File: config.mk
export PLATFORM = sky130hd
export DESIGN_NAME = calc_seq
export DESIGN_NICKNAME = d
export VERILOG_FILES = /design/src/rtl/calc_seq.sv
export SDC_FILE = /design/constraint.sdc
export NUM_CORES = 1
export LEC_CHECK = 0
export BUFFER_PORTS_ARGS = -buffer_cell sky130_fd_sc_hd__clkbuf_2
export CAP_MARGIN = 20
export CORE_MARGIN = 3
export CORE_UTILIZATION = 37
export CTS_BUF_LIST = sky130_fd_sc_hd__clkbuf_4 sky130_fd_sc_hd__clkbuf_8 sky130_fd_sc_hd__clkbuf_16
export DETAILED_ROUTE_END_ITERATION = 10
export GPL_TIMING_DRIVEN = 0
export SYNTH_ARGS = -nofsm -noshare
export SYNTH_HDL_FRONTEND = slang
export SYNTH_SLANG_ARGS = --single-unit
File: constraint.sdc
create_clock -name clock -period 16.9 [get_ports clock]
set_input_delay 0 -clock clock [delete_from_list [all_inputs] [get_ports clock]]
set_output_delay 0 -clock clock [all_outputs]
set_load 0.01 [all_outputs]
File: src/rtl/calc_seq.sv
// Calculator command sequencer: builds decimal operands from key strobes and runs
// add, subtract and shift-add multiply on one shared adder for the display stage.
//
// state     | meaning
// ----------+-----------------------------------------------------------
// S_ENTER_A | collecting first operand digits into acc
// S_ENTER_B | operator latched, collecting second operand digits into acc
// S_EXEC    | add/sub for one cycle, or multiply for W shift-add cycles
// S_RESULT  | result shown; digit starts fresh, operator chains on result
// S_ERROR   | overflow; only clear leaves this state
module calc_seq #(
   parameter int DIGITS = 8,
   parameter int W      = 27
) (
   input  logic         clock,
   input  logic         reset,
   input  logic [3:0]   cmd,
   input  logic         cmd_valid,
   output logic [W-1:0] value,
   output logic         neg,
   output logic [1:0]   status,
   output logic         busy
);

   localparam logic [63:0]     MAXVAL_L  = (64'd10 ** DIGITS) - 64'd1;
   localparam logic [W:0]      MAXVAL_S  = MAXVAL_L[W:0];
   localparam logic [2*W-1:0]  MAXVAL_P  = MAXVAL_L[2*W-1:0];
   localparam int              CW        = $clog2(W) + 1;
   localparam int              DW        = $clog2(DIGITS + 1);
   localparam logic [CW-1:0]   MUL_LOAD  = CW'(W);
   localparam logic [CW-1:0]   MUL_LAST  = CW'(1);
   localparam logic [DW-1:0]   DIG_MAX   = DW'(DIGITS);

   localparam logic [1:0] OP_ADD = 2'b10;
   localparam logic [1:0] OP_SUB = 2'b11;
   localparam logic [1:0] OP_MUL = 2'b00;

   localparam logic [1:0] ST_ENTRY  = 2'b00;
   localparam logic [1:0] ST_BUSY   = 2'b01;
   localparam logic [1:0] ST_ERROR  = 2'b10;
   localparam logic [1:0] ST_RESULT = 2'b11;

   typedef enum logic [2:0] {
      S_ENTER_A,
      S_ENTER_B,
      S_EXEC,
      S_RESULT,
      S_ERROR
   } state_t;

   state_t          state;
   logic [W-1:0]    acc;
   logic [W-1:0]    a;
   logic [W-1:0]    res;
   logic [1:0]      op;
   logic [DW-1:0]   dcnt;
   logic [CW-1:0]   mcnt;
   logic [2*W-1:0]  prod;

   logic            is_digit;
   logic            is_op;
   logic            is_eq;
   logic            is_clr;
   logic [W-1:0]    acc_dig;
   logic [W-1:0]    digit_w;

   logic [W-1:0]    add_x;
   logic [W-1:0]    add_y;
   logic            add_inv;
   logic [W:0]      add_sum;
   logic            sub_swap;
   logic [W:0]      hi_next;
   logic [2*W-1:0]  prod_step;

   logic            exec_done;
   logic            exec_ovf;
   logic [W-1:0]    exec_val;
   logic            exec_neg;

   always_comb begin
      is_digit = cmd_valid && (cmd < 4'd10);
      is_op    = cmd_valid && ((cmd == 4'b1010) || (cmd == 4'b1011) || (cmd == 4'b1100));
      is_eq    = cmd_valid && (cmd == 4'b1110);
      is_clr   = cmd_valid && (cmd == 4'b1111);
      digit_w  = {{(W-4){1'b0}}, cmd};
      acc_dig  = {acc[W-4:0], 3'b000} + {acc[W-2:0], 1'b0} + digit_w;
   end

   // One adder serves add, the |a-b| subtract and each multiply partial sum.
   always_comb begin
      sub_swap = (a < acc);
      add_x    = a;
      add_y    = acc;
      add_inv  = 1'b0;
      if (op == OP_MUL) begin
         add_x = prod[2*W-1:W];
         add_y = a;
      end else if (op == OP_SUB) begin
         add_inv = 1'b1;
         if (sub_swap) begin
            add_x = acc;
            add_y = a;
         end
      end
      add_sum   = {1'b0, add_x} + {1'b0, (add_inv ? ~add_y : add_y)} + {{W{1'b0}}, add_inv};
      hi_next   = prod[0] ? add_sum : {1'b0, prod[2*W-1:W]};
      prod_step = {hi_next, prod[W-1:1]};
   end

   always_comb begin
      exec_done = 1'b0;
      exec_ovf  = 1'b0;
      exec_val  = add_sum[W-1:0];
      exec_neg  = 1'b0;
      case (op)
         OP_MUL: begin
            exec_done = (mcnt == MUL_LAST);
            exec_ovf  = (prod_step > MAXVAL_P);
            exec_val  = prod_step[W-1:0];
         end
         OP_SUB: begin
            exec_done = 1'b1;
            exec_neg  = sub_swap;
         end
         default: begin
            exec_done = 1'b1;
            exec_ovf  = (add_sum > MAXVAL_S);
         end
      endcase
   end

   always_ff @(posedge clock) begin
      if (reset || is_clr) begin
         state  <= S_ENTER_A;
         acc    <= '0;
         a      <= '0;
         res    <= '0;
         op     <= OP_ADD;
         dcnt   <= '0;
         mcnt   <= '0;
         prod   <= '0;
         value  <= '0;
         neg    <= 1'b0;
         status <= ST_ENTRY;
         busy   <= 1'b0;
      end else begin
         case (state)
            S_ENTER_A, S_ENTER_B: begin
               if (is_digit) begin
                  if (dcnt < DIG_MAX) begin
                     acc   <= acc_dig;
                     dcnt  <= dcnt + 1'b1;
                     value <= acc_dig;
                  end
               end else if (is_op) begin
                  op <= cmd[1:0];
                  if (state == S_ENTER_A) begin
                     a     <= acc;
                     acc   <= '0;
                     dcnt  <= '0;
                     value <= '0;
                     state <= S_ENTER_B;
                  end
               end else if (is_eq && (state == S_ENTER_B)) begin
                  prod   <= {{W{1'b0}}, acc};
                  mcnt   <= MUL_LOAD;
                  value  <= '0;
                  status <= ST_BUSY;
                  busy   <= 1'b1;
                  state  <= S_EXEC;
               end
            end

            S_EXEC: begin
               if (op == OP_MUL) begin
                  prod <= prod_step;
                  mcnt <= mcnt - 1'b1;
               end
               if (exec_done) begin
                  busy <= 1'b0;
                  if (exec_ovf) begin
                     res    <= '0;
                     value  <= '0;
                     neg    <= 1'b0;
                     status <= ST_ERROR;
                     state  <= S_ERROR;
                  end else begin
                     res    <= exec_val;
                     value  <= exec_val;
                     neg    <= exec_neg;
                     status <= ST_RESULT;
                     state  <= S_RESULT;
                  end
               end
            end

            S_RESULT: begin
               if (is_digit) begin
                  acc    <= digit_w;
                  dcnt   <= DW'(1);
                  value  <= digit_w;
                  neg    <= 1'b0;
                  status <= ST_ENTRY;
                  state  <= S_ENTER_A;
               end else if (is_op && !neg) begin
                  a      <= res;
                  op     <= cmd[1:0];
                  acc    <= '0;
                  dcnt   <= '0;
                  value  <= '0;
                  status <= ST_ENTRY;
                  state  <= S_ENTER_B;
               end
            end

            S_ERROR: begin
            end

            default: begin
               state  <= S_ENTER_A;
               status <= ST_ENTRY;
               busy   <= 1'b0;
            end
         endcase
      end
   end

endmodule

# --- Yosys cells after proc, flatten, opt, wreduce, memory -nomap -nowiden ---
# Index checks and enable logic that the tools add are counted.
# W data, S select, Z words.
op_classes:
  add_sub_neg: 6
  order_cmp: 5
  n_eq_ne: 29
  mux: 81
  bitwise: 3
  reduce_logical: 28
op_table:
  columns: ["op", "n"]
  rows:
  - ["$mux W27", 24]
  - ["$mux W54", 4]
  - ["$pmux W27 S2", 2]
  - ["$pmux W54 S2", 1]
  - ["$pmux W27 S3", 1]
  - ["$gt A54 B27 Y1 const B", 1]
  - ["$add A27 B27 Y28", 1]
  - ["$add A28 B1 Y28", 1]
  - ["$gt A28 B27 Y1 const B", 1]
  - ["$mux W28", 1]
  - ["$add A27 B27 Y27", 1]
  - ["$add A27 B4 Y27", 1]
  - ["$lt A27 B27 Y1", 1]
  - ["$not A27 Y27", 1]
  - ["$mux W3", 8]
  - ["$mux W4", 6]
  - ["$mux W6", 4]
  - ["$reduce_and A6 Y1", 4]
  - ["$eq A4 B4 Y1 const B", 5]
  - ["$mux W2", 10]
  - ["$ne A2 B2 Y1 const B", 10]
  - ["$reduce_and A5 Y1", 4]
  - ["$ne A3 B3 Y1 const B", 6]
  - ["$mux W1", 12]
  - ["other kinds (27)", 42]
word_totals:
  reg_bits: 181
  input_bits: 7
  output_inout_bits: 31
  word_cells: 164

# --- Longest topological paths before layout ---
# Gate-level depths: netlist of run 1.
depth:
  ltp_word: 14
  mapped_depth: 28
  depth_no_buf: 24

# --- Worst setup path after synthesis of run 1 ---
# OpenSTA, ideal clock, no wires.
synth_path:
  path_type: "reg-to-reg"
  from: "reg acc[25]"
  to: "reg value[14]"
  arrival_ns: 6.391
  slack_ns: 10.435
  stages_incl_launch_ff: 28
  path_buffers: 4
  period_less_slack_ns: 6.465
  cell_sequence: "dfxtp_1 > clkbuf_1 > inv_1 > ha_1 > nand4_1 > nor4_2 > o31a_1 > a31o_2 > buf_4 > nor2_1 > nor2_1 > clkbuf_1 > mux2i_1 > xnor2_1 > ha_1 > a21o_1 > a21o_1 > a21oi_1 > o221a_2 > a21oi_1 > or3_1 > a211o_1 > a221oi_1 > nand4_1 > nor4_4 > o21ai_2 > buf_6 > a31oi_1"
synth_between:
  elab_chain_len: 14
  elab_cells_between_ends: 19
  cone_classes: "add/sub (2); order compare (3); mux (13); bitwise (1)"
synth_rtl:
  columns: ["element", "line", "source"]
  rows:
  - ["start: declaration", "52", "logic [W-1:0] acc;"]
  - ["start signal: assignment", "151", "acc <= acc_dig;"]
  - ["start signal: assignment", "199", "acc <= digit_w;"]
  - ["$lt A27 B27 Y1", "91", "sub_swap = (a < acc);"]
  - ["$mux W27", "100", "if (sub_swap) begin"]
  - ["$mux W27", "98", "end else if (op == OP_SUB) begin"]
  - ["$mux W27", "95", "if (op == OP_MUL) begin"]
  - ["$not A27 Y27", "105", "add_sum = {1'b0, add_x} + {1'b0, (add_inv ? ~add_y : add_y)} + {{W{1'b0}}, add_inv};"]
  - ["$mux W27", "105", null]
  - ["$add A27 B27 Y28 *", "105", null]
  - ["$add A28 B1 Y28 *", "105", null]
  - ["$mux W28", "106", "hi_next = prod[0] ? add_sum : {1'b0, prod[2*W-1:W]};"]
  - ["$gt A54 B27 Y1", "118", "exec_ovf = (prod_step > MAXVAL_P);"]
  - ["$pmux W1 S2", "115", "case (op)"]
  - ["$mux W27 *", "181", "if (exec_ovf) begin"]
  - ["$mux W27 *", "179", "if (exec_done) begin"]
  - ["$pmux W27 S3 *", "147", "case (state)"]
  - ["end signal: assignment", "153", "value <= acc_dig;"]
  - ["end signal: assignment", "189", "value <= exec_val;"]
  - ["end signal: assignment", "201", "value <= digit_w;"]
  - ["end: declaration", "19", "output logic [W-1:0] value,"]
# Mark *: on every way between the ends. The rest lies on a longest branch, timed or not. The select of a mux whose other input is x is not followed.
# A chain may end at the register's enable or synchronous reset.

# --- Worst setup path in the final report of run 1 ---
layout_path:
  from: "reg acc[23]"
  to: "reg value[15]"
# Same word-level chain as after synthesis.

==> summary.md, run 1 <==
| Metric | Value |
|---|---|
| Status | finished clean |
| CP Class | reg -> reg |
| CTS HTree Levels | 4 |
| Post-synthesis mux area share | 0.0557 |
| Fin crit share | 0.548 |
| Reg-to-Reg Start | acc[23]$_SDFFE_PP0P_ |
| CTS max path bufs | 2 |
| Max stage delay cell, worst path | nor2_1 |
| Slew Viols, Final | 0 |
| Final wirelength | 49.8 mm |
| Largest family of logic cells by synthesized area | compound AO/OA/AOI/OAI gates |
| CTS-repair resized insts | 0 |
| CP required | roughly 17 ns |
| CTS Sinks | 181 |
| I/O Buffers | 37 |
| Antenna diodes | 0 |
| Cts bufs inserted | 17 |
| #FFs+latches synth | 181 |
| Reg2Reg Depth | 28 |
| Worst Hold Class | in -> reg |
| CTS tree | built |
| Cell family with most CP delay | compound AO/OA/AOI/OAI gates |
| Remaining Overflow, GRT | 0 |
| Setup Buffers After CTS | 0 |
| Root buf cell | clkbuf_16 |
| Worst-path fanout max | 10 |
| LEAKAGE | 0.00571 uW |
| Avg WL per Cell | 21.5 microns |
| I/O pin count | 38 |
| Vias in the first global route | 12900 |
| Share of layout cells above drive strength 1 | 0.0551 |
| Setup crit start kind | flop |
| Die Y-Extent | 196 microns |
| GRT Max-Usage Layer | met2 |
| WHS Path Cells | 3 |
| Total GRT Usage | 0.252 |
| Adder-Cell Fraction of Synth Area | 0.104 |
| Routed Antenna Nets | 0 |
| Clock Latency Late Sink | ~0.44 ns |
| Floorplan core area | about 0.036 sq mm |
| DR vias | 13700 |
| First-pass GRT wire length | about 75 mm |
| Routability cong. | 0.946 |
| Data arrival time of the worst path | 9.64 ns |
| Sum of negative setup slack | 0 ns |
| Total chip power | 1440 uW |
| DRC errors left | 0 |
| Largest net degree at the start of global routing | 17 |
| Placed Cells | 2279 |
| Ys Warns | 0 |
| Mapped Avg Cell Area | ~7.5 sq um |
| Worst-margin pin slew | approximately 1.1 ns |
| RSZ-0062 raised after global routing | no |
| Initial Utilization | 0.376 |
| Final Hold Viols | 0 |
| Setup skew after layout | 0.00920 ns |
| TritonRoute pass-1 iters | 6 |
| Fmax | 0.108 GHz |
| Simple-gate area share of the yosys netlist | 0.199 |
| Synthesized net count | about 1900 |
| Ys flop type | dfxtp_1 |
| Initial DRC Count | 1217 |
| Slew headroom | 0.257 |
| R2r setup slk | approximately 7.6 ns |
| Initial antenna violation count | 0 |
| Async SR Flop Fraction | 0 |
| Critical Path Sink Type | flop |
| Synth Area in Compound Gates | 0.281 |
| PwrDens | 97.3 mW/mm^2 |
| Final Setup Violations | 0 |
| Reg-to-Reg End | value[15]$_SDFFE_PP0P_ |
| Met2 usage | 0.411 |
| Die area | 0.0385 sq mm |
| Nets | slightly below 2000 |
| Register area share after synthesis | 0.271 |
| Syn Inst Count | 1781 |
| Critical Path Max Stage Delay | approximately 0.9 ns |
| Detailed placement HPWL | about 40 mm |
| XOR/XNOR share of the synthesized area | 0.0419 |
| Num rows | 69 |
| Post-CTS Hold Fix Bufs | 2 |
| Post-Layout Cell Count | between 2000 and 2500 |
| Met1 Use GR | 0.347 |
| Number of synthesized flops with an enable pin | 0 |
| Buf+Inv Stages, Crit Path | 6 |
| Worst hold start | cmd[2] |
| Area Overhead vs Synth | 10.8% |
| Met3 Resource Use GR | 0.0302 |
| Die span in x | 196 microns |
| Clk slew on worst S/H paths | 0.07 ns |
| Via density per instance | 5.94 |
| Max-Cap Viols | 0 |
| Yosys cell types | 80 |
| Cell Area, Synth | 0.0134 sq mm |
| Hold EP | value[2]$_SDFFE_PP0P_ |
| Tmin final | about 9 ns |
| Max rail drop VDD | about 0.00007 V |
layout make-up:
| cell class | count | area, sq um |
|---|---|---|
| timing repair buffer | 39 | 205 |
| sequential | 181 | 3620 |
| fill | 3700 | 20700 |
| tap | 461 | 577 |
| multi-input combinational | 1436 | 9120 |
| clock buffer | 21 | 474 |
| clock inverter | 11 | 195 |
| inverter | 51 | 191 |
| buffer | 113 | 445 |
per-stage QoR:
step,setup slack (ns),util,instance area (sq um),hold slack (ns)
floorplan,10.44,-,13400,0.125
global placement,7.91,0.398,14100,0.378
detailed placement,7.85,0.398,14100,0.377
CTS,7.75,0.417,14800,0.00500
global route,7.37,0.417,14800,0.0193
finish,7.63,0.417,14800,0.0372
placed cells by master, fill, tap and decap left out, types with 52 or more instances in the layout:
| master | count |
|---|---|
| xnor2_1 | 54 |
| o21ai_0 | 126 |
| dfxtp_1 | 181 |
| ha_1 | 106 |
| mux2i_1 | 70 |
| nor2_1 | 196 |
| nand2_1 | 256 |
| clkbuf_1 | 99 |
| a21oi_1 | 159 |
| a22oi_1 | 52 |
how the worst max path moves through the flow:
| stage | start | end | slack (ns) | cells past startpoint |
|---|---|---|---|---|
| global route | acc[23]$_SDFFE_PP0P_ | value[14]$_SDFFE_PP0P_ | 7.37 | 27 |
| detailed placement | acc[23]$_SDFFE_PP0P_ | value[14]$_SDFFE_PP0P_ | 7.85 | 28 |
| finish | acc[23]$_SDFFE_PP0P_ | value[15]$_SDFFE_PP0P_ | 7.63 | 28 |
| CTS | acc[23]$_SDFFE_PP0P_ | value[15]$_SDFFE_PP0P_ | 7.75 | 28 |
| floorplan | acc[25]$_SDFFE_PP0P_ | value[14]$_SDFFE_PP0P_ | 10.44 | 27 |
| global placement | acc[23]$_SDFFE_PP0P_ | value[14]$_SDFFE_PP0P_ | 7.91 | 28 |
cells by family (layout without fill, tap and decap cells):
kind of cell	Yosys count	count (layout)
buffers and inverters	164	235
multiplexers	74	74
flip-flops	181	181
XOR/XNOR	64	64
adder cells (fa/ha/maj)	109	109
AO/OA/AOI/OAI	581	581
AND/OR/NAND/NOR	608	608
cell usage after synthesis, drive strengths merged (6+ instances only):
| master | number | area (sq um) |
|---|---|---|
| a211oi | 16 | 120 |
| nand2b | 14 | 87.6 |
| buf | 14 | 73.8 |
| a311oi | 30 | 263 |
| and3 | 6 | 37.5 |
| dfxtp | 181 | 3620 |
| o21ai | 132 | 668 |
| or3 | 6 | 37.5 |
| and2 | 9 | 56.3 |
| xnor2 | 54 | 473 |
| a21o | 30 | 225 |
| xor2 | 10 | 87.6 |
| o21a | 8 | 60.1 |
| a22oi | 52 | 390 |
| inv | 50 | 188 |
| nand3 | 25 | 125 |
| o211ai | 24 | 185 |
| clkbuf | 99 | 372 |
| nor2b | 16 | 100 |
| nand4 | 15 | 93.8 |
| a31oi | 44 | 275 |
| or2 | 6 | 37.5 |
| a32o | 10 | 100 |
| mux2i | 70 | 701 |
| nor2 | 196 | 736 |
| nor4 | 8 | 71.3 |
| a21oi | 160 | 805 |
| ha | 106 | 1330 |
| nor3 | 30 | 150 |
| nor3b | 7 | 57.6 |
| o221ai | 8 | 70.1 |
| nand2 | 256 | 961 |
where the power goes:
group	internal [uW]	switching [uW]
Clock	277	177
Combinational	141	358
Sequential	462	29.5
sequential cells by signal, indices dropped and copies added (netlist names):
| signal | count |
|---|---|
| dcnt | 4 |
| res | 27 |
| prod | 54 |
| state | 3 |
| a | 27 |
| busy | 1 |
| mcnt | 6 |
| status | 2 |
| neg | 1 |
| value | 27 |
| op | 2 |
| acc | 27 |
tightest hold or removal path, delay by kind of cell:
kind                   cells  cell delay [ns]
AOI/OAI and AO/OA          2             0.27
buffers and inverters      1             0.17
metal layers:
layer | vias to the layer above | part of all wire
met5 | - | 0
met4 | 0 | 0.029
met3 | 83 | 0.066
met2 | 566 | 0.45
met1 | 6475 | 0.45
li1 | 6611 | -
Note: power is estimated with default switching activity, not from simulation.
==> run 2, diff against run 1 <==
==> constraint.sdc (replaced) <==
create_clock -name clock -period 8.16 [get_ports clock]
set_input_delay 0 -clock clock [delete_from_list [all_inputs] [get_ports clock]]
set_output_delay 0 -clock clock [all_outputs]
set_load 0.01 [all_outputs]
==> summary.md, run 2 (synthesized netlist as in run 1, its figures left out) <==
| Metric | Value |
|---|---|
| Worst-margin pin slew | 1.02 ns (-0.0938 ns) |
| Vias in the first global route | 12900 (+0.34%) |
| Initial antenna violation count | 0 (unchanged) |
| Final Setup Violations | 0 (unchanged) |
| Sequential share of power | 0.339 (about the same) |
| Clk slew on worst S/H paths | 0.07 ns (about the same) |
| Clock share of power | 0.313 (about the same) |
| Fin area | 0.0149 sq mm (+0.54%) |
| DR vias | 13700 (+0.058%) |
| Multi-input gate area | 0.00918 sq mm (+0.59%) |
| CTS max path bufs | 2 (unchanged) |
| Worst-path fanout max | 10 (unchanged) |
| Antenna diodes | 0 (unchanged) |
| Fin crit share | 0.963 (+0.414) |
| Slew Viols, Final | 0 (unchanged) |
| Detailed placement HPWL | 40.0 mm (unchanged) |
| I/O Buffers | 37 (unchanged) |
| Die span in x | 196 microns (unchanged) |
| Buf+Inv Stages, Crit Path | 6 (unchanged) |
| Max-Cap Viols | 0 (unchanged) |
| Root buf cell | clkbuf_16 |
| Avg WL per Cell | 21.6 microns (+0.32%) |
| PwrDens | 201 mW/mm^2 (+110%) |
| First-pass GRT wire length | 75.6 mm (+0.19%) |
| LEAKAGE | 0.00574 uW (+0.58%) |
| Worst Hold Class | in -> reg |
| Cts bufs inserted | 17 (unchanged) |
| Final wirelength | 50.1 mm (+0.45%) |
| I/O pin count | 38 (unchanged) |
| Setup crit start kind | flop |
| Data arrival time of the worst path | 8.22 ns (-1.42 ns) |
| Pre-CTS WS | -0.886 ns (-8.74 ns) |
| CP Class | reg -> reg |
| Wire length on met1 | 22.4 mm (about the same) |
| Area Overhead vs Synth | 11.4% |
| Initial Utilization | 0.376 (unchanged) |
| Clock Latency Late Sink | 0.44 ns (about the same) |
| Routed wl met3 | 3.50 mm (+6.7%) |
| CTS HTree Levels | 4 (unchanged) |
| WHS | 0.0457 ns (+0.00852 ns) |
| Setup skew after layout | 0.0108 ns (+0.00161 ns) |
| Die Y-Extent | 196 microns (unchanged) |
| Num rows | 69 (unchanged) |
| Max reg flops | 54 (unchanged) |
| Fillers | 3695 (-0.14%) |
| Psw | 1180 uW (+110%) |
| Floorplan core area | 0.0356 sq mm (unchanged) |
| Most common cell after layout, fill and taps aside | nand2_1 |
| Placement-stage cell area | 0.0141 sq mm (unchanged) |
| CTS Sinks | 181 (unchanged) |
| CTS tree | built |
| DRC errors left | 0 (unchanged) |
| Initial DRC Count | 1153 (-5.3%) |
| Max rail drop VDD | 0.000144 V (+110%) |
| Routed Antenna Nets | 0 (unchanged) |
| Switching share of power | 0.392 (+0.00109) |
| Combinational share of power | 0.348 (+0.002) |
| Fmax | 0.127 GHz (+18%) |
| Sum of negative setup slack | 0 ns (unchanged) |
| Slew headroom | 0.322 (+0.0653) |
| Remaining Overflow, GRT | 0 (unchanged) |
| Final worst slack | 0.305 ns (-7.33 ns) |
| CP required | 8.53 ns (-8.74 ns) |
| TritonRoute pass-1 iters | 6 (unchanged) |
| Die area | 0.0385 sq mm (unchanged) |
| Nets | 1958 (+0.15%) |
| Routability cong. | 0.946 (unchanged) |
| Total GRT Usage | 0.252 (+0.000471) |
| Cell family with most CP delay | compound AO/OA/AOI/OAI gates |
| Post-Layout Cell Count | 2316 (+0.13%) |
| R2r setup slk | 0.31 ns (-7.33 ns) |
| Commonest non-fill, non-tap cells in the layout | nand2_1, nor2_1, dfxtp_1 |
| Largest Register | prod |
| Critical Path Max Stage Delay | 0.51 ns (-0.39 ns) |
| Largest net degree at the start of global routing | 17 (unchanged) |
| Max stage delay cell, worst path | nor4_2 |
| Tmin final | 7.85 ns (-1.41 ns) |
| Via density per instance | 5.93 (about the same) |
| Status | finished clean |
| Share of layout cells above drive strength 1 | 0.0615 (+0.00638) |
| DR top layer | met4 |
| Int Pwr | 1830 uW (+110%) |
| Storage cell area | 0.00362 sq mm (unchanged) |
| Final Hold Viols | 0 (unchanged) |
| Placed Cells | 2279 (unchanged) |
| Critical Path Sink Type | flop |
| WL met2 | 22.7 mm (about the same) |
| RSZ-0062 raised after global routing | no |
[run 2: changes by cell type in the layout (fill, tap and decap cells not counted), sizes merged]
cell / before / now
buf: 14 / 17
[run 2: repair_timing]
action | CTS | global route
endpoints found under the hold margin | 2 | 0
pin swaps | 1 | 0
buffers inserted | 3 | 0
endpoints found under the setup margin | 59 | 58
hold buffers | 2 | 0
resized for setup | 6 | 9
[run 2: worst reg2reg max path: stages (launching register included)]
cell	delay, ns
dfxtp_1	0.33
clkbuf_1	0.35
inv_1	0.09
ha_1	0.29
nand4_1	0.23
nor4_2	0.51
o31a_1	0.22
a31o_2	0.12
buf_4	0.19
nor2_4	0.12
nor2_4	0.36
clkbuf_2	0.41
mux2i_1	0.27
xnor2_1	0.16
ha_1	0.25
buf_2	0.17
a41oi_1	0.27
nand4_1	0.38
o21a_1	0.34
a31oi_1	0.30
xor2_2	0.44
a311oi_1	0.20
o311a_1	0.45
o21ai_4	0.47
clkbuf_1	0.45
o21ai_1	0.23
a21oi_1	0.17
[run 2: worst paths after layout]
| path | startpoint | to | cells past startpoint |
|---|---|---|---|
| setup / recovery | acc[23]$_SDFFE_PP0P_ | value[4]$_SDFFE_PP0P_ | 26 |
| hold / removal | cmd[2] | value[2]$_SDFFE_PP0P_ | 3 |
| setup reg to reg | acc[23]$_SDFFE_PP0P_ | value[4]$_SDFFE_PP0P_ | 26 |
| hold reg to reg | res[24]$_SDFFE_PP0P_ | res[24]$_SDFFE_PP0P_ | 2 |
[run 2: power by group through the flow]
| stage | sequential [uW] | clock [uW] | combinational [uW] |
|---|---|---|---|
| CTS | 1020 | 948 | 1010 |
| global route | 1030 | 984 | 1120 |
| detailed placement | 1040 | 0 | 1000 |
| finish | 1020 | 941 | 1040 |
| floorplan | 1040 | 0 | 636 |
| global placement | 1030 | 0 | 1000 |
[run 2: final cells by class]
class	instances	area share
multi-input cells	1436	0.615
repair buffers	42	0.0153
inverters	51	0.0128
flip-flops and latches	181	0.243
clock inverters	11	0.0131
well taps	461	0.0387
plain buffers	113	0.0301
clock buffers	21	0.0318
[run 2: per-stage QoR]
step	total power [uW]	utilization
6_report	3000	0.419
3_3_place_gp	2040	0.398
5_1_grt	3130	0.419
4_1_cts	2980	0.418
2_1_floorplan	1670	-
3_5_place_dp	2040	0.398
[run 2: layer usage]
layer / global-route usage / up-vias
met5: 0 / -
met4: 0.0863 / 0
met3: 0.0319 / 73
met2: 0.409 / 569
met1: 0.347 / 6483
li1: - / 6618
==> run 3, diff against run 2 <==
--- a/config.mk
+++ b/config.mk
@@ -5,6 +5,7 @@
 export SDC_FILE = /design/constraint.sdc
 export NUM_CORES = 1
 export LEC_CHECK = 0
+export ABC_AREA = 1
 export BUFFER_PORTS_ARGS = -buffer_cell sky130_fd_sc_hd__clkbuf_2
 export CAP_MARGIN = 20
 export CORE_MARGIN = 3
==> constraint.sdc (replaced) <==
create_clock -name clock -period 8.16 [get_ports clock]
set_input_delay 0 -clock clock [delete_from_list [all_inputs] [get_ports clock]]
set_output_delay 0 -clock clock [all_outputs]
set_load 0.05 [all_outputs]
==> summary.md, run 3 <==
| Metric | Value |
|---|---|
| Clock Latency Late Sink | 0.45 ns (about the same) |
| Detailed placement HPWL | 42.0 mm (+5.1%) |
| Area Overhead vs Synth | 10.7% |
| Register area share after synthesis | 0.270 (-0.000606) |
| Storage cell area | 0.00362 sq mm (unchanged) |
| First-pass GRT wire length | 78.9 mm (+4.4%) |
| Max reg flops | 54 (unchanged) |
| CP most frequent cell | nand2_1 |
| Routability cong. | 0.980 (+3.6%) |
| Yosys cell types | 60 (-25%) |
| Syn Inst Count | 2081 (+17%) |
| Die Y-Extent | 196 microns (+0.11%) |
| TritonRoute pass-1 iters | 6 (unchanged) |
| Remaining Overflow, GRT | 0 (unchanged) |
| Root buf cell | clkbuf_16 |
| Setup Buffers After CTS | 0 (-3) |
| Cts bufs inserted | 17 (unchanged) |
| Ys Warns | 0 (unchanged) |
| Async SR Flop Fraction | 0 (unchanged) |
| Worst-margin pin slew | 1.03 ns (+0.0170 ns) |
| Finished Core Util | 0.416 (-0.00298) |
| I/O Buffers | 37 (unchanged) |
| CTS Sinks | 181 (unchanged) |
| Slew Viols, Final | 0 (unchanged) |
| Floorplan core area | 0.0357 sq mm (+0.24%) |
| Data arrival time of the worst path | 7.15 ns (-1.07 ns) |
| Fmax | 0.148 GHz (+16%) |
| Pre-CTS WS | 1.54 ns (+2.43 ns) |
| Die area | 0.0386 sq mm (+0.22%) |
| Ys flop type | dfxtp_1 |
| Clk slew on worst S/H paths | 0.08 ns (about the same) |
| Via density per instance | 5.55 (-6.5%) |
| Critical Path Max Stage Delay | 0.52 ns (about the same) |
| Multi-input gate area | 0.00852 sq mm (-7.2%) |
| Fin crit share | 0.829 (-0.134) |
| CTS HTree Levels | 4 (unchanged) |
| RSZ-0062 raised after global routing | no |
| CTS max path bufs | 2 (unchanged) |
| Synth top area share | 0.270 (-0.000606) |
| Most common cell after layout, fill and taps aside | nand2_1 |
| CTS-repair resized insts | 0 (-6) |
| Max-Cap Viols | 0 (unchanged) |
| Setup skew after layout | 0.0143 ns (+0.00351 ns) |
| Initial DRC Count | 1548 (+34%) |
| Tmin final | 6.76 ns (-1.09 ns) |
| Initial Utilization | 0.376 (about the same) |
| Final worst slack | 1.40 ns (+1.09 ns) |
| Fillers | 3896 (+5.4%) |
| Status | finished clean |
| CP required | 8.54 ns (about the same) |
| Post-CTS Hold Fix Bufs | 6 (+4) |
| Top cells by count, synth | nand2_1, a21oi_1, inv_1, o21ai_0, dfxtp_1 |
| Synthesized net count | 2197 (+16%) |
| Total GRT Usage | 0.265 (+0.0134) |
| CTS tree | built |
| Vias in the first global route | 13800 (+6.4%) |
| CP Class | reg -> reg |
| Area leader, netlist | dfxtp_1 |
| Worst Hold Class | in -> reg |
| Setup crit start kind | flop |
| Count leader, synth | nand2_1 |
| Largest Register | prod |
| Final Setup Violations | 0 (unchanged) |
| Cell Area, Synth | 0.0134 sq mm (+0.22%) |
| Synth top area cells | dfxtp_1, nand2_1, ha_1 |
| Slew headroom | 0.303 (-0.0186) |
| LEAKAGE | 0.00622 uW (+8.4%) |
| Final Hold Viols | 0 (unchanged) |
| DRC errors left | 0 (unchanged) |
| Initial antenna violation count | 0 (unchanged) |
| Num rows | 69 (unchanged) |
| Antenna diodes | 0 (unchanged) |
| Final wirelength | 52.0 mm (+3.9%) |
| Routed Antenna Nets | 0 (unchanged) |
| Avg WL per Cell | 19.9 microns (-8.0%) |
| Nets | 2259 (+15%) |
| PwrDens | 158 mW/mm^2 (-22%) |
| Commonest non-fill, non-tap cells in the layout | nand2_1, inv_1, a21oi_1 |
| Sum of negative setup slack | 0 ns (unchanged) |
| #FFs+latches synth | 181 (unchanged) |
| Max stage delay cell, worst path | dfxtp_1 |
| Share of layout cells above drive strength 1 | 0.0640 (+0.00255) |
| Max rail drop VDD | 0.000108 V (-24%) |
| Largest net degree at the start of global routing | 17 (unchanged) |
| Mapped Avg Cell Area | 6.45 sq um (-14%) |
| Die span in x | 196 microns (+0.11%) |
| Number of synthesized flops with an enable pin | 0 (unchanged) |
| I/O pin count | 38 (unchanged) |
| Worst-path fanout max | 10 (unchanged) |
| Critical Path Sink Type | flop |
| DR vias | 14500 (+5.7%) |
[run 3: changes by cell type after synthesis, moves of 40 or more]
cell	previous run	this run
a211oi_1	16	56
inv_1	50	227
nand3_1	25	74
a21oi_1	159	227
o21ai_0	126	214
nand2_1	256	499
a22oi_1	52	1
mux2i_1	70	2
xnor2_1	54	4
[run 3: layer usage]
metal | up-vias | GRT usage | part of all wire
met1 | 6723 | 0.363 | 0.44
met5 | - | 0 | 0
met2 | 624 | 0.433 | 0.45
li1 | 7089 | - | -
met3 | 89 | 0.0345 | 0.077
met4 | 0 | 0.0929 | 0.030
[run 3: area by class of cell]
class	count	area share
Buffer	96	0.0261
Clock buffer	18	0.0292
Clock inverter	14	0.0119
Inverter	235	0.0598
Multi-Input combinational cell	1569	0.574
Sequential cell	181	0.244
Tap cell	461	0.0389
Timing Repair Buffer	43	0.0165
[run 3: worst paths after layout]
| check | from | slack (ns) | endpoint | depth (start not counted) |
|---|---|---|---|---|
| worst max-delay path | acc[18]$_SDFFE_PP0P_ | 1.40 | value[23]$_SDFFE_PP0P_ | 37 |
| worst min register to register | res[22]$_SDFFE_PP0P_ | 0.47 | res[22]$_SDFFE_PP0P_ | 2 |
| worst min-delay path | cmd[3] | 0.01 | acc[3]$_SDFFE_PP0P_ | 5 |
| worst max register to register | acc[18]$_SDFFE_PP0P_ | 1.40 | value[23]$_SDFFE_PP0P_ | 37 |
[run 3: through the flow]
step | instance area (sq um) | power (uW) | cells | hold WS [ns]
floorplan | 13400 | 1280 | 2081 | 0.174
global placement | 14200 | 1450 | 2579 | 0.333
detailed placement | 14200 | 1460 | 2579 | 0.347
CTS | 14800 | 2330 | 2617 | 0.0110
global route | 14800 | 2420 | 2617 | 0.0634
finish | 14800 | 2340 | 2617 | 0.0123
[run 3: kinds of logic (layout without fill, tap and decap cells)]
logic type | count (synthesis) | in the layout | synth area share
AOI/OAI and AO/OA | 583 | 583 | 0.242
DFF | 181 | 181 | 0.270
and+or+nand+nor | 841 | 841 | 0.266
buffers and inverters | 331 | 406 | 0.0950
muxes | 2 | 2 | 0.00149
adders and majority gates | 109 | 109 | 0.103
xor gates and xnor gates | 34 | 34 | 0.0222
[run 3: critical path: cells and delay by family, from the launching register on]
kind | cells | cell delay [ns]
AOI/OAI and AO/OA | 7 | 1.51
xor gates and xnor gates | 2 | 0.59
adders and majority gates | 2 | 0.71
buffers and inverters | 5 | 0.94
DFF | 1 | 0.52
and+or+nand+nor | 21 | 2.42
[run 3: power breakdown]
group          switching [uW]  internal (uW)  leakage, uW
logic                     393            143      0.00447
registers                17.9            902      0.00146
clock network             397            489     0.000283
total                     808           1530      0.00622
